## src/rtl/piso_serial_tx.sv

```systemverilog
// Parallel-in serial-out frame transmitter: start bit (0), WIDTH data bits LSB first,
// stop bit (1), each bit held for DIV enabled clock cycles.
module piso_serial_tx #(
    parameter int WIDTH = 8,
    parameter int DIV   = 4
) (
    input  logic             clk,
    input  logic             clr,
    input  logic             en,
    input  logic             load_valid,
    input  logic [WIDTH-1:0] load_data,
    output logic             load_ready,
    output logic             sout,
    output logic             busy,
    output logic             done,
    output logic [1:0]       dbg_state
);

    localparam int DIV_W = (DIV > 1) ? $clog2(DIV) : 1;
    localparam int BIT_W = (WIDTH > 1) ? $clog2(WIDTH) : 1;
    localparam logic [DIV_W-1:0] DIV_LAST = DIV_W'(DIV - 1);
    localparam logic [BIT_W-1:0] BIT_LAST = BIT_W'(WIDTH - 1);

    localparam logic [1:0] IDLE  = 2'd0;
    localparam logic [1:0] START = 2'd1;
    localparam logic [1:0] DATA  = 2'd2;
    localparam logic [1:0] STOP  = 2'd3;

    logic [1:0]       state_q, state_d;
    logic [WIDTH-1:0] shift_q, shift_d;
    logic [BIT_W-1:0] bit_q, bit_d;
    logic [DIV_W-1:0] div_q, div_d;
    logic             sout_q, sout_d;
    logic             busy_q, busy_d;
    logic             done_q, done_d;
    logic             accept;
    logic             div_end;

    // Handshake: a word moves on a rising edge where load_valid && load_ready.
    // load_ready is only ever high in IDLE with en=1 and clr=0, so offers made
    // while a frame is running are simply not taken.
    assign load_ready = (state_q == IDLE) && en && !clr;
    assign accept     = load_valid && load_ready;
    assign div_end    = (div_q == DIV_LAST);

    always_comb begin
        state_d = state_q;
        shift_d = shift_q;
        bit_d   = bit_q;
        div_d   = div_q;
        sout_d  = sout_q;
        busy_d  = busy_q;
        done_d  = 1'b0;
        if (en) begin
            case (state_q)
                IDLE: begin
                    if (accept) begin
                        state_d = START;
                        shift_d = load_data;
                        bit_d   = '0;
                        div_d   = '0;
                        sout_d  = 1'b0;
                        busy_d  = 1'b1;
                    end
                end
                START: begin
                    if (div_end) begin
                        state_d = DATA;
                        div_d   = '0;
                        bit_d   = '0;
                        sout_d  = shift_q[0];
                    end else begin
                        div_d = div_q + 1'b1;
                    end
                end
                DATA: begin
                    if (div_end) begin
                        div_d   = '0;
                        shift_d = shift_q >> 1;
                        if (bit_q == BIT_LAST) begin
                            state_d = STOP;
                            sout_d  = 1'b1;
                        end else begin
                            bit_d  = bit_q + 1'b1;
                            sout_d = shift_d[0];
                        end
                    end else begin
                        div_d = div_q + 1'b1;
                    end
                end
                STOP: begin
                    // done is raised as IDLE is re-entered so the next accept can follow at once.
                    if (div_end) begin
                        state_d = IDLE;
                        div_d   = '0;
                        busy_d  = 1'b0;
                        done_d  = 1'b1;
                    end else begin
                        div_d = div_q + 1'b1;
                    end
                end
                default: state_d = IDLE;
            endcase
        end
    end

    always_ff @(posedge clk or posedge clr) begin
        if (clr) begin
            state_q <= IDLE;
            shift_q <= '0;
            bit_q   <= '0;
            div_q   <= '0;
            sout_q  <= 1'b1;
            busy_q  <= 1'b0;
            done_q  <= 1'b0;
        end else begin
            state_q <= state_d;
            shift_q <= shift_d;
            bit_q   <= bit_d;
            div_q   <= div_d;
            sout_q  <= sout_d;
            busy_q  <= busy_d;
            done_q  <= done_d;
        end
    end

    assign sout      = sout_q;
    assign busy      = busy_q;
    assign done      = done_q;
    assign dbg_state = state_q;

endmodule
```

## config.mk

```make
export PLATFORM = sky130hd
export DESIGN_NAME = piso_serial_tx
export DESIGN_NICKNAME = d
export VERILOG_FILES = /design/src/rtl/piso_serial_tx.sv
export SDC_FILE = /design/constraint.sdc
export NUM_CORES = 1
export LEC_CHECK = 0
export ABC_AREA = 1
export ABC_CLOCK_PERIOD_IN_PS = 2029
export CAP_MARGIN = 20
export CELL_PAD_IN_SITES_DETAIL_PLACEMENT = 1
export CELL_PAD_IN_SITES_GLOBAL_PLACEMENT = 2
export CORE_ASPECT_RATIO = 0.75
export CORE_MARGIN = 1.5
export CORE_UTILIZATION = 29
export CTS_BUF_LIST = sky130_fd_sc_hd__clkbuf_8 sky130_fd_sc_hd__clkbuf_16
export DETAILED_ROUTE_END_ITERATION = 16
export PLACE_DENSITY_LB_ADDON = 0.1
export RECOVER_POWER = 25
export SETUP_SLACK_MARGIN = 0.5
export SYNTH_ARGS = -nofsm -noshare
export SYNTH_HDL_FRONTEND = slang
export SYNTH_SLANG_ARGS = --single-unit
```

## constraint.sdc

```tcl
create_clock -name clk -period 2.03 [get_ports clk]
set_input_delay 0.5075 -clock clk [delete_from_list [all_inputs] [get_ports clk]]
set_output_delay 0.5075 -clock clk [all_outputs]
set_load 0.005 [all_outputs]
```

==> results of run 1 <==
worst max path at each step:
stage                            start    endpoint  slack (ns)  cells after the start
after floorplan           dbg_state[0]  load_ready        0.53                      4
after global placement              en  load_ready       -0.19                      4
after detailed placement            en  load_ready       -0.21                      4
after CTS                 dbg_state[0]  load_ready        0.25                      5
after global routing               clr    bit_q[2]        0.19                      4
final                     dbg_state[1]  load_ready        0.38                      5
stage by stage:
stage | hold slack (ns) | setup slack [ns] | utilization
final | 0.475 | 0.380 | 0.463
after global routing | 0.503 | 0.192 | 0.463
after CTS | 0.478 | 0.254 | 0.414
after detailed placement | 0.461 | -0.207 | 0.390
after global placement | 0.453 | -0.186 | 0.390
after floorplan | 0.355 | 0.535 | -
state kept, by name, summed over array words and instances (netlist names):
register,count
bit_q,3
busy,1
dbg_state,2
div_q,2
done,1
shift_q,8
sout,1
routing by layer:
metal / global-route usage / vias to the layer above / routed length [microns]
li1: - / 555 / -
met1: 0.245 / 521 / 1540
met2: 0.254 / 11 / 1470
met3: 0.0377 / 2 / 85
met4: 0.0238 / 0 / 13
met5: 0 / - / 0
report_power, final:
part | leakage (uW) | switching [uW] | internal [uW]
clock network | 0.0000269 | 126 | 134
registers | 0.000227 | 87.9 | 519
logic | 0.000653 | 826 | 734
total | 0.000908 | 1040 | 1390
worst min-delay path: stages, from the launching register on:
cell and delay (ns):
dfstp_2 0.37, o21ai_0 0.06, nand2_1 0.05
cell families after synthesis:
kind of cell	count (synthesis)	share of synthesized area
compound gates	6	0.0375
fa+ha+maj	8	0.0910
buf+inv	21	0.0796
flops	18	0.411
simple gates	99	0.381
placed cells by master (no fill, tap or decap), drive strengths merged:
| cell type | instances |
|---|---|
| dfrtp | 17 |
| buf | 22 |
| o21ai | 4 |
| nor3 | 2 |
| inv | 18 |
| clkbuf | 5 |
| clkdlybuf4s50 | 8 |
| nor2 | 8 |
| dlygate4sd2 | 5 |
| clkdlybuf4s15 | 1 |
| a21oi | 2 |
| nand3b | 1 |
| clkinvlp | 1 |
| dlymetal6s2s | 2 |
| nand3 | 15 |
| nand2 | 71 |
| ha | 8 |
| dfstp | 1 |
| nand4 | 2 |
synth_stat cells (all sizes together):
library cell | number | area [sq um]
nor3 | 2 | 10.0
nand2 | 71 | 269
dfstp | 1 | 26.3
inv | 18 | 67.6
nand3 | 15 | 80.1
dfrtp | 17 | 425
clkbuf | 1 | 3.75
nand3b | 1 | 7.51
nor2 | 8 | 40.0
a21oi | 2 | 21.3
o21ai | 4 | 20.0
nand4 | 2 | 12.5
ha | 8 | 100
buf | 2 | 16.3
repair_timing:
item,4_1_cts,5_1_grt
resized for setup,19,36
pin swaps,1,13
buffers inserted,4,6
endpoints found under the setup margin,23,18
cell type report:
type | count | area [sq um]
clock buffer | 3 | 41.3
inverter | 18 | 71.3
fill | 448 | 1950
multi-input combinational | 113 | 676
clock inverter | 1 | 3.75
tap | 52 | 65.1
timing repair buffer | 40 | 374
sequential | 18 | 452
==> impl_metrics.json, run 1 <==
{
  "outcome": "finished, final reports clean",
  "r2r_start": "dbg_state[0]",
  "max_clock_freq_ghz": 0.606,
  "start_util": 0.302,
  "die_w_microns": 74.1,
  "grt_overflow_total": 0,
  "drt_iter0_markers": 18,
  "die_h_microns": 56.3,
  "wl_per_cell_microns": 12.7,
  "start_kind": "flip-flop",
  "synthesis.area_sq_um": 1100,
  "grt_pass1_wl_microns": 5330,
  "drt-total-wl_microns": 3110,
  "crit_chain": "inv_2 -> ha_4 -> inv_2 -> nor3_2 -> buf_2",
  "fp-row-count": 19,
  "worst_pin_slew_ns": 1.07,
  "crit_slowest_cell": "dfrtp_1",
  "finalMaxSlewViolations": 0,
  "synth-seq-area-share": 0.411,
  "max_slew_margin": 0.288,
  "maxCapViolations": 0,
  "antenna_found_initial": 0,
  "setup-tns-final_ns": 0,
  "reg2regPathDepth": 9,
  "core_sq_um": 3640,
  "cts_root_buffer": "clkbuf_8",
  "cp_common_cell": "inv_2",
  "stdcell_area_sq_um": 1680,
  "ys_ff_latch": 18,
  "r2r_slack_ns": 0.50,
  "path_delay_family": "flip-flops",
  "p_per_area_nw_per_um2": 1440,
  "fin_nets": 214,
  "hp-class": "flip-flop to flip-flop",
  "cts.path.max_buffers": 2,
  "cp.required_ns": 1.52,
  "cp.arrival_ns": 1.14,
  "area_delta_synth_final_pct": 53.0,
  "worstHoldStart": "sout",
  "grt_util_all_layers": 0.167,
  "worstReg2RegEnd": "shift_q[7]",
  "cts_buffers": 3,
  "vias_per_cell": 4.44,
  "cp_max_fo": 3,
  "clk-insertion-delay-late_ns": 0.26,
  "rsz0062_at_grt": "yes",
  "yosysWarnings": 0,
  "port_buffers": 17,
  "endpoint_kind": "output port",
  "diodes": 0,
  "grt_pass1_vias": 1138,
  "first_pass_iters": 4,
  "place_inst": 231,
  "dieArea_sq_um": 4170,
  "ant_nets": 0,
  "crit_type": "flip-flop to output port",
  "finClkSkew_ns": 0.00449,
  "fin_crit_ns": 1.65,
  "synth_cells": 152,
  "cts_tree": "built",
  "setup_viol": 0,
  "min_to": "sout",
  "total_power_uw": 2430,
  "cts_max_level": 1,
  "hold_viol": 0,
  "final_layout_size_suffix_gt1_frac": 0.295,
  "pin_count": 18,
  "fin_crit_sh": 0.813,
  "cts-hold-fix-buffers": 0,
  "dp_hpwl_microns": 2300,
  "clk_pin_slew_ns": 0.07,
  "p_leak_uw": 0.000908,
  "holdPathStages": 2,
  "max_stage_delay_ns": 0.40,
  "num_vias": 1089,
  "route.detailed.drc": 0,
  "irDropWorstVdd_mv": 0.675,
  "syn_nets": 172,
  "grt_max_degree": 19,
  "worst-path-buf-inv": 3,
  "clock-sinks": 18,
  "gp_congestion": 0.816,
  "fin_cells": 245,
  "avgSynthCellArea_sq_um": 7.24,
  "placed_cell_area_sq_um": 1420,
  "yosysUniqueCellTypes": 20
}
(Power assumes the default switching activity.)
==> inputs of run 2 (changes only) <==
--- a/config.mk
+++ b/config.mk
@@ -6,13 +6,13 @@
 export NUM_CORES = 1
 export LEC_CHECK = 0
 export ABC_AREA = 1
-export ABC_CLOCK_PERIOD_IN_PS = 2029
+export ABC_CLOCK_PERIOD_IN_PS = 1340
 export CAP_MARGIN = 20
 export CELL_PAD_IN_SITES_DETAIL_PLACEMENT = 1
 export CELL_PAD_IN_SITES_GLOBAL_PLACEMENT = 2
 export CORE_ASPECT_RATIO = 0.75
 export CORE_MARGIN = 1.5
-export CORE_UTILIZATION = 29
+export CORE_UTILIZATION = 26
 export CTS_BUF_LIST = sky130_fd_sc_hd__clkbuf_8 sky130_fd_sc_hd__clkbuf_16
 export DETAILED_ROUTE_END_ITERATION = 16
 export PLACE_DENSITY_LB_ADDON = 0.1
==> constraint.sdc (replaced) <==
create_clock -name clk -period 1.34 [get_ports clk]
set_input_delay 0.335 -clock clk [delete_from_list [all_inputs] [get_ports clk]]
set_output_delay 0.335 -clock clk [all_outputs]
set_load 0.005 [all_outputs]
==> run 2 against run 1 <==
Effect of this change:
- the run now ends with negative setup slack left
- utilization grew 0.060 points
- register-to-register slack lost 0.69 ns
- hold slack worse by 0.061 ns
- largest cell class unchanged
==> impl_metrics.json, run 2 (same netlist as run 1, synthesis figures left out) <==
{
  "outcome": "complete, but fails checks",
  "violations": "negative setup slack",
  "drt-total-wl_microns": 3530,
  "clk_pin_slew_ns": 0.07,
  "core_sq_um": 4050,
  "dieArea_sq_um": 4630,
  "first_pass_iters": 4,
  "hp-class": "primary input to async pin",
  "top_regs": "shift_q: 8 flops, bit_q: 3 flops",
  "hold_viol": 0,
  "cp.required_ns": 1.49,
  "rsz0062_at_grt": "yes",
  "setup_ws_ns": -0.190,
  "crit_type": "flip-flop to flip-flop",
  "grt_overflow_total": 0,
  "crit_chain": "inv_4 -> buf_6 -> ha_4 -> inv_4 -> nor2_4 -> a21oi_4 -> buf_6 -> nand2_4 -> nand2_2 -> nand2_1",
  "drt_iter0_markers": 19,
  "stdcell_area_sq_um": 1880,
  "start_kind": "flip-flop",
  "grt_pass1_wl_microns": 5970,
  "fin_nets": 228,
  "max_stage_delay_ns": 0.40,
  "final_cell_mix": "51 x nand2_1, 20 x buf_4, 17 x nand2_2, 17 x buf_6, 15 x dfrtp_1",
  "cts_buffers": 3,
  "fp-row-count": 20,
  "worst-path-buf-inv": 4,
  "finalMaxSlewViolations": 0,
  "largest_reg_flops": 8,
  "num_vias": 1168,
  "finClkSkew_ns": 0.00421,
  "final_layout_size_suffix_gt1_frac": 0.469,
  "cp.arrival_ns": 1.68,
  "gp_congestion": 0.725,
  "die_h_microns": 59.3,
  "maxCapViolations": 0,
  "endpoint_kind": "flip-flop",
  "area_delta_synth_final_pct": 70.8,
  "top_register": "shift_q",
  "max_clock_freq_ghz": 0.653,
  "p_per_area_nw_per_um2": 2240,
  "cp_max_fo": 4,
  "pin_count": 18,
  "grt_util_all_layers": 0.170,
  "die_w_microns": 78.1,
  "ant_nets": 0,
  "n_fill_cell": 532,
  "final_common_cell": "nand2_1",
  "route.detailed.drc": 0,
  "crit_slowest_cell": "dfrtp_2",
  "path_delay_family": "buffers and inverters",
  "cts-hold-fix-buffers": 0,
  "p_leak_uw": 0.000974,
  "fin_crit_sh": 1.14,
  "clk-insertion-delay-late_ns": 0.26,
  "cts_tree": "built",
  "place_inst": 249,
  "fin_cells": 262,
  "start_util": 0.271,
  "cts_max_level": 1,
  "grt_pass1_vias": 1233,
  "clock-sinks": 18,
  "placed_cell_area_sq_um": 1610,
  "grt_max_degree": 19,
  "irDropWorstVdd_mv": 0.840,
  "dp_hpwl_microns": 2600,
  "antenna_found_initial": 0,
  "vias_per_cell": 4.46,
  "max_slew_margin": 0.661,
  "setup_viol": 17,
  "cts_root_buffer": "clkbuf_8",
  "diodes": 0,
  "wl_per_cell_microns": 13.5,
  "fin_crit_ns": 1.53,
  "port_buffers": 17,
  "cts.path.max_buffers": 2,
  "worst_pin_slew_ns": 0.508
}
run 2: layer usage:
metal | GRT usage | part of all wire
met1 | 0.212 | 0.47
met2 | 0.316 | 0.50
met3 | 0.0369 | 0.027
met4 | 0.0153 | 0
met5 | 0 | 0
run 2: final timing paths:
path	start	end	slack (ns)	cells after the start
setup / recovery	dbg_state[0]	bit_q[0]	-0.19	10
setup reg to reg	dbg_state[0]	bit_q[0]	-0.19	10
hold / removal	clr	div_q[1]	0.41	4
hold reg to reg	shift_q[5]	shift_q[5]	0.48	2
min in group clk	shift_q[5]	shift_q[5]	0.48	2
max in group asynchronous	clr	dbg_state[1]	0.56	4
run 2: through the flow:
stage | setup WS [ns] | setup TNS, ns | power [uW] | util | hold slack [ns]
3_3_place_gp | -0.535 | -6.38 | 3020 | 0.397 | 0.454
4_1_cts | -0.192 | -2.68 | 3880 | 0.437 | 0.450
6_report | -0.190 | -2.56 | 4200 | 0.463 | 0.415
5_1_grt | -0.257 | -3.73 | 4550 | 0.463 | 0.481
3_5_place_dp | -0.573 | -6.84 | 3110 | 0.397 | 0.459
2_1_floorplan | 0.0253 | 0 | 2170 | - | 0.190
run 2: power by group:
part	switching, uW	internal, uW	leakage (uW)
Clock	194	261	0.0000288
Sequential	156	792	0.000225
Combinational	1440	1350	0.000720
run 2: worst register-to-register path, cell delays in order (launching register included):
cell     delay, ns
dfrtp_2       0.40
inv_4         0.05
buf_6         0.12
ha_4          0.17
inv_4         0.07
nor2_4        0.04
a21oi_4       0.24
buf_6         0.17
nand2_4       0.06
nand2_2       0.06
nand2_1       0.04
run 2: what timing repair did:
action | 4_1_cts | 5_1_grt
gates resized for setup | 55 | 31
pin swaps | 8 | 14
cloned | 0 | 0
endpoints found under the setup margin | 42 | 24
buffers inserted | 5 | 4
run 2: layout make-up:
class	count	area, sq um	area share
Inverter	18	78.8	0.0420
Sequential cell	18	454	0.242
Timing Repair Buffer	54	475	0.253
Multi-Input combinational cell	113	746	0.397
Tap cell	55	68.8	0.0366
Clock buffer	4	55.1	0.0293
==> inputs of run 3 (changes only) <==
--- a/config.mk
+++ b/config.mk
@@ -15,6 +15,7 @@
 export CORE_UTILIZATION = 26
 export CTS_BUF_LIST = sky130_fd_sc_hd__clkbuf_8 sky130_fd_sc_hd__clkbuf_16
 export DETAILED_ROUTE_END_ITERATION = 16
+export GPL_TIMING_DRIVEN = 0
 export PLACE_DENSITY_LB_ADDON = 0.1
 export RECOVER_POWER = 25
 export SETUP_SLACK_MARGIN = 0.5
==> run 3 against run 2 <==
Effect of this change:
- the run still ends with negative setup slack left
- hold slack better by 0.067 ns
- maximum frequency up 1.4%
- final area down 4.3%
- power down 0.77%
- clock power down 1%
- highest routed layer is now met4
==> impl_metrics.json, run 3 (same netlist as run 1, synthesis figures left out) <==
{
  "rsz0062_at_grt": "yes",
  "dp_hpwl_microns": 2140,
  "p_leak_uw": 0.000893,
  "start_util": 0.271,
  "cts.path.max_buffers": 2,
  "multiInputGateArea_sq_um": 748,
  "pin_count": 18,
  "fp-row-count": 20,
  "drt-total-wl_microns": 3180,
  "fin_nets": 211,
  "num_vias": 1095,
  "endpoint_kind": "flip-flop",
  "core_sq_um": 4050,
  "cts_max_level": 1,
  "maxCapViolations": 0,
  "top_register": "shift_q",
  "dieArea_sq_um": 4630,
  "diodes": 0,
  "max_slew_margin": 0.656,
  "outcome": "complete, but fails checks",
  "finClkSkew_ns": 0.00361,
  "crit_slowest_cell": "dfrtp_2",
  "fin_crit_ns": 1.51,
  "clk_pin_slew_ns": 0.07,
  "gp_congestion": 0.749,
  "port_buffers": 17,
  "crit_type": "flip-flop to flip-flop",
  "grt_overflow_total": 0,
  "placed_cell_area_sq_um": 1430,
  "grt_pass1_vias": 1133,
  "cp.required_ns": 1.49,
  "fin_crit_sh": 1.13,
  "cts_tree": "built",
  "hp-class": "flip-flop to flip-flop",
  "start_kind": "flip-flop",
  "cts_root_buffer": "clkbuf_8",
  "antenna_found_initial": 0,
  "final_layout_size_suffix_gt1_frac": 0.389,
  "total_power_uw": 4170,
  "clk-insertion-delay-late_ns": 0.26,
  "final_common_cell": "nand2_1",
  "irDropWorstVdd_mv": 0.795,
  "violations": "negative setup slack",
  "route.detailed.drc": 0,
  "whs_ns": 0.482,
  "regArea_sq_um": 454,
  "n_fill_cell": 494,
  "max_stage_delay_ns": 0.43,
  "die_h_microns": 59.3,
  "top_regs": "shift_q: 8 flops, bit_q: 3 flops",
  "setup-tns-final_ns": -2.46,
  "setup_ws_ns": -0.170,
  "hold_viol": 0,
  "ant_nets": 0,
  "cts_buffers": 3,
  "drt_iter0_markers": 31,
  "worst_pin_slew_ns": 0.516,
  "finalMaxSlewViolations": 0,
  "die_w_microns": 78.1,
  "cp_max_fo": 8,
  "grt_max_degree": 19,
  "crit_chain": "buf_6 -> ha_4 -> inv_4 -> nor2_4 -> a21oi_4 -> buf_12 -> nand2_8 -> nand2_2 -> nand2_1",
  "stdcell_area_sq_um": 1800,
  "final_cell_mix": "58 x nand2_1, 15 x dfrtp_1, 12 x inv_1, 12 x nand2_2",
  "setup_viol": 20,
  "area_delta_synth_final_pct": 63.5,
  "first_pass_iters": 4,
  "clock-sinks": 18,
  "wl_per_cell_microns": 13.0,
  "max_clock_freq_ghz": 0.662,
  "largest_reg_flops": 8,
  "grt_pass1_wl_microns": 5550,
  "grt_util_all_layers": 0.157,
  "pre_cts_ws_ns": -0.831,
  "vias_per_cell": 4.47,
  "p_per_area_nw_per_um2": 2320,
  "cp.arrival_ns": 1.66
}
[run 3: critical path: cells and delay by family (launching register included)]
kind,cells,cell delay (ns)
adder cells (fa/ha/maj),1,0.18
flip-flops,1,0.43
buffers and inverters,3,0.36
AO/OA/AOI/OAI,1,0.18
AND/OR/NAND/NOR,4,0.25
[run 3: layer usage]
metal,up-vias,GRT usage,share of wire
li1,550,-,-
met1,530,0.209,0.49
met5,-,0,0
met2,13,0.267,0.47
met4,0,0.0230,0.0050
met3,2,0.0400,0.028
[run 3: final timing paths]
path / endpoint / startpoint / slack (ns) / cells past startpoint
max: shift_q[2] / dbg_state[1] / -0.17 / 9
max reg2reg: shift_q[2] / dbg_state[1] / -0.17 / 9
max in group asynchronous: dbg_state[1] / clr / 0.29 / 3
min reg2reg: bit_q[2] / bit_q[2] / 0.48 / 2
min in group asynchronous: div_q[1] / clr / 0.68 / 3
min: bit_q[2] / bit_q[2] / 0.48 / 2
[run 3: what timing repair did]
action	4_1_cts	5_1_grt
endpoints found under the setup margin	24	26
pin swaps	9	5
gates resized for setup	62	11
buffers inserted	14	2
hold buffers	0	0
gates cloned	1	0
[run 3: power by group]
part | internal, uW | total, uW | switching, uW | leakage, uW
sequential | 793 | 974 | 182 | 0.000225
combinational | 1360 | 2740 | 1380 | 0.000639
clock | 261 | 450 | 189 | 0.0000288
total | 2410 | 4170 | 1750 | 0.000893
[run 3: final cells by class]
cell class,instances,share of cell area
clock buffer,4,0.0306
buffer,3,0.0244
timing repair buffer,34,0.196
inverter,18,0.0424
tap,55,0.0383
multi-input combinational,113,0.416
sequential,18,0.253
[run 3: through the flow]
stage                      util  cells
after global placement    0.352    224
after floorplan               -    152
after CTS                 0.433    243
after global routing      0.444    245
after detailed placement  0.352    224
final                     0.444    245
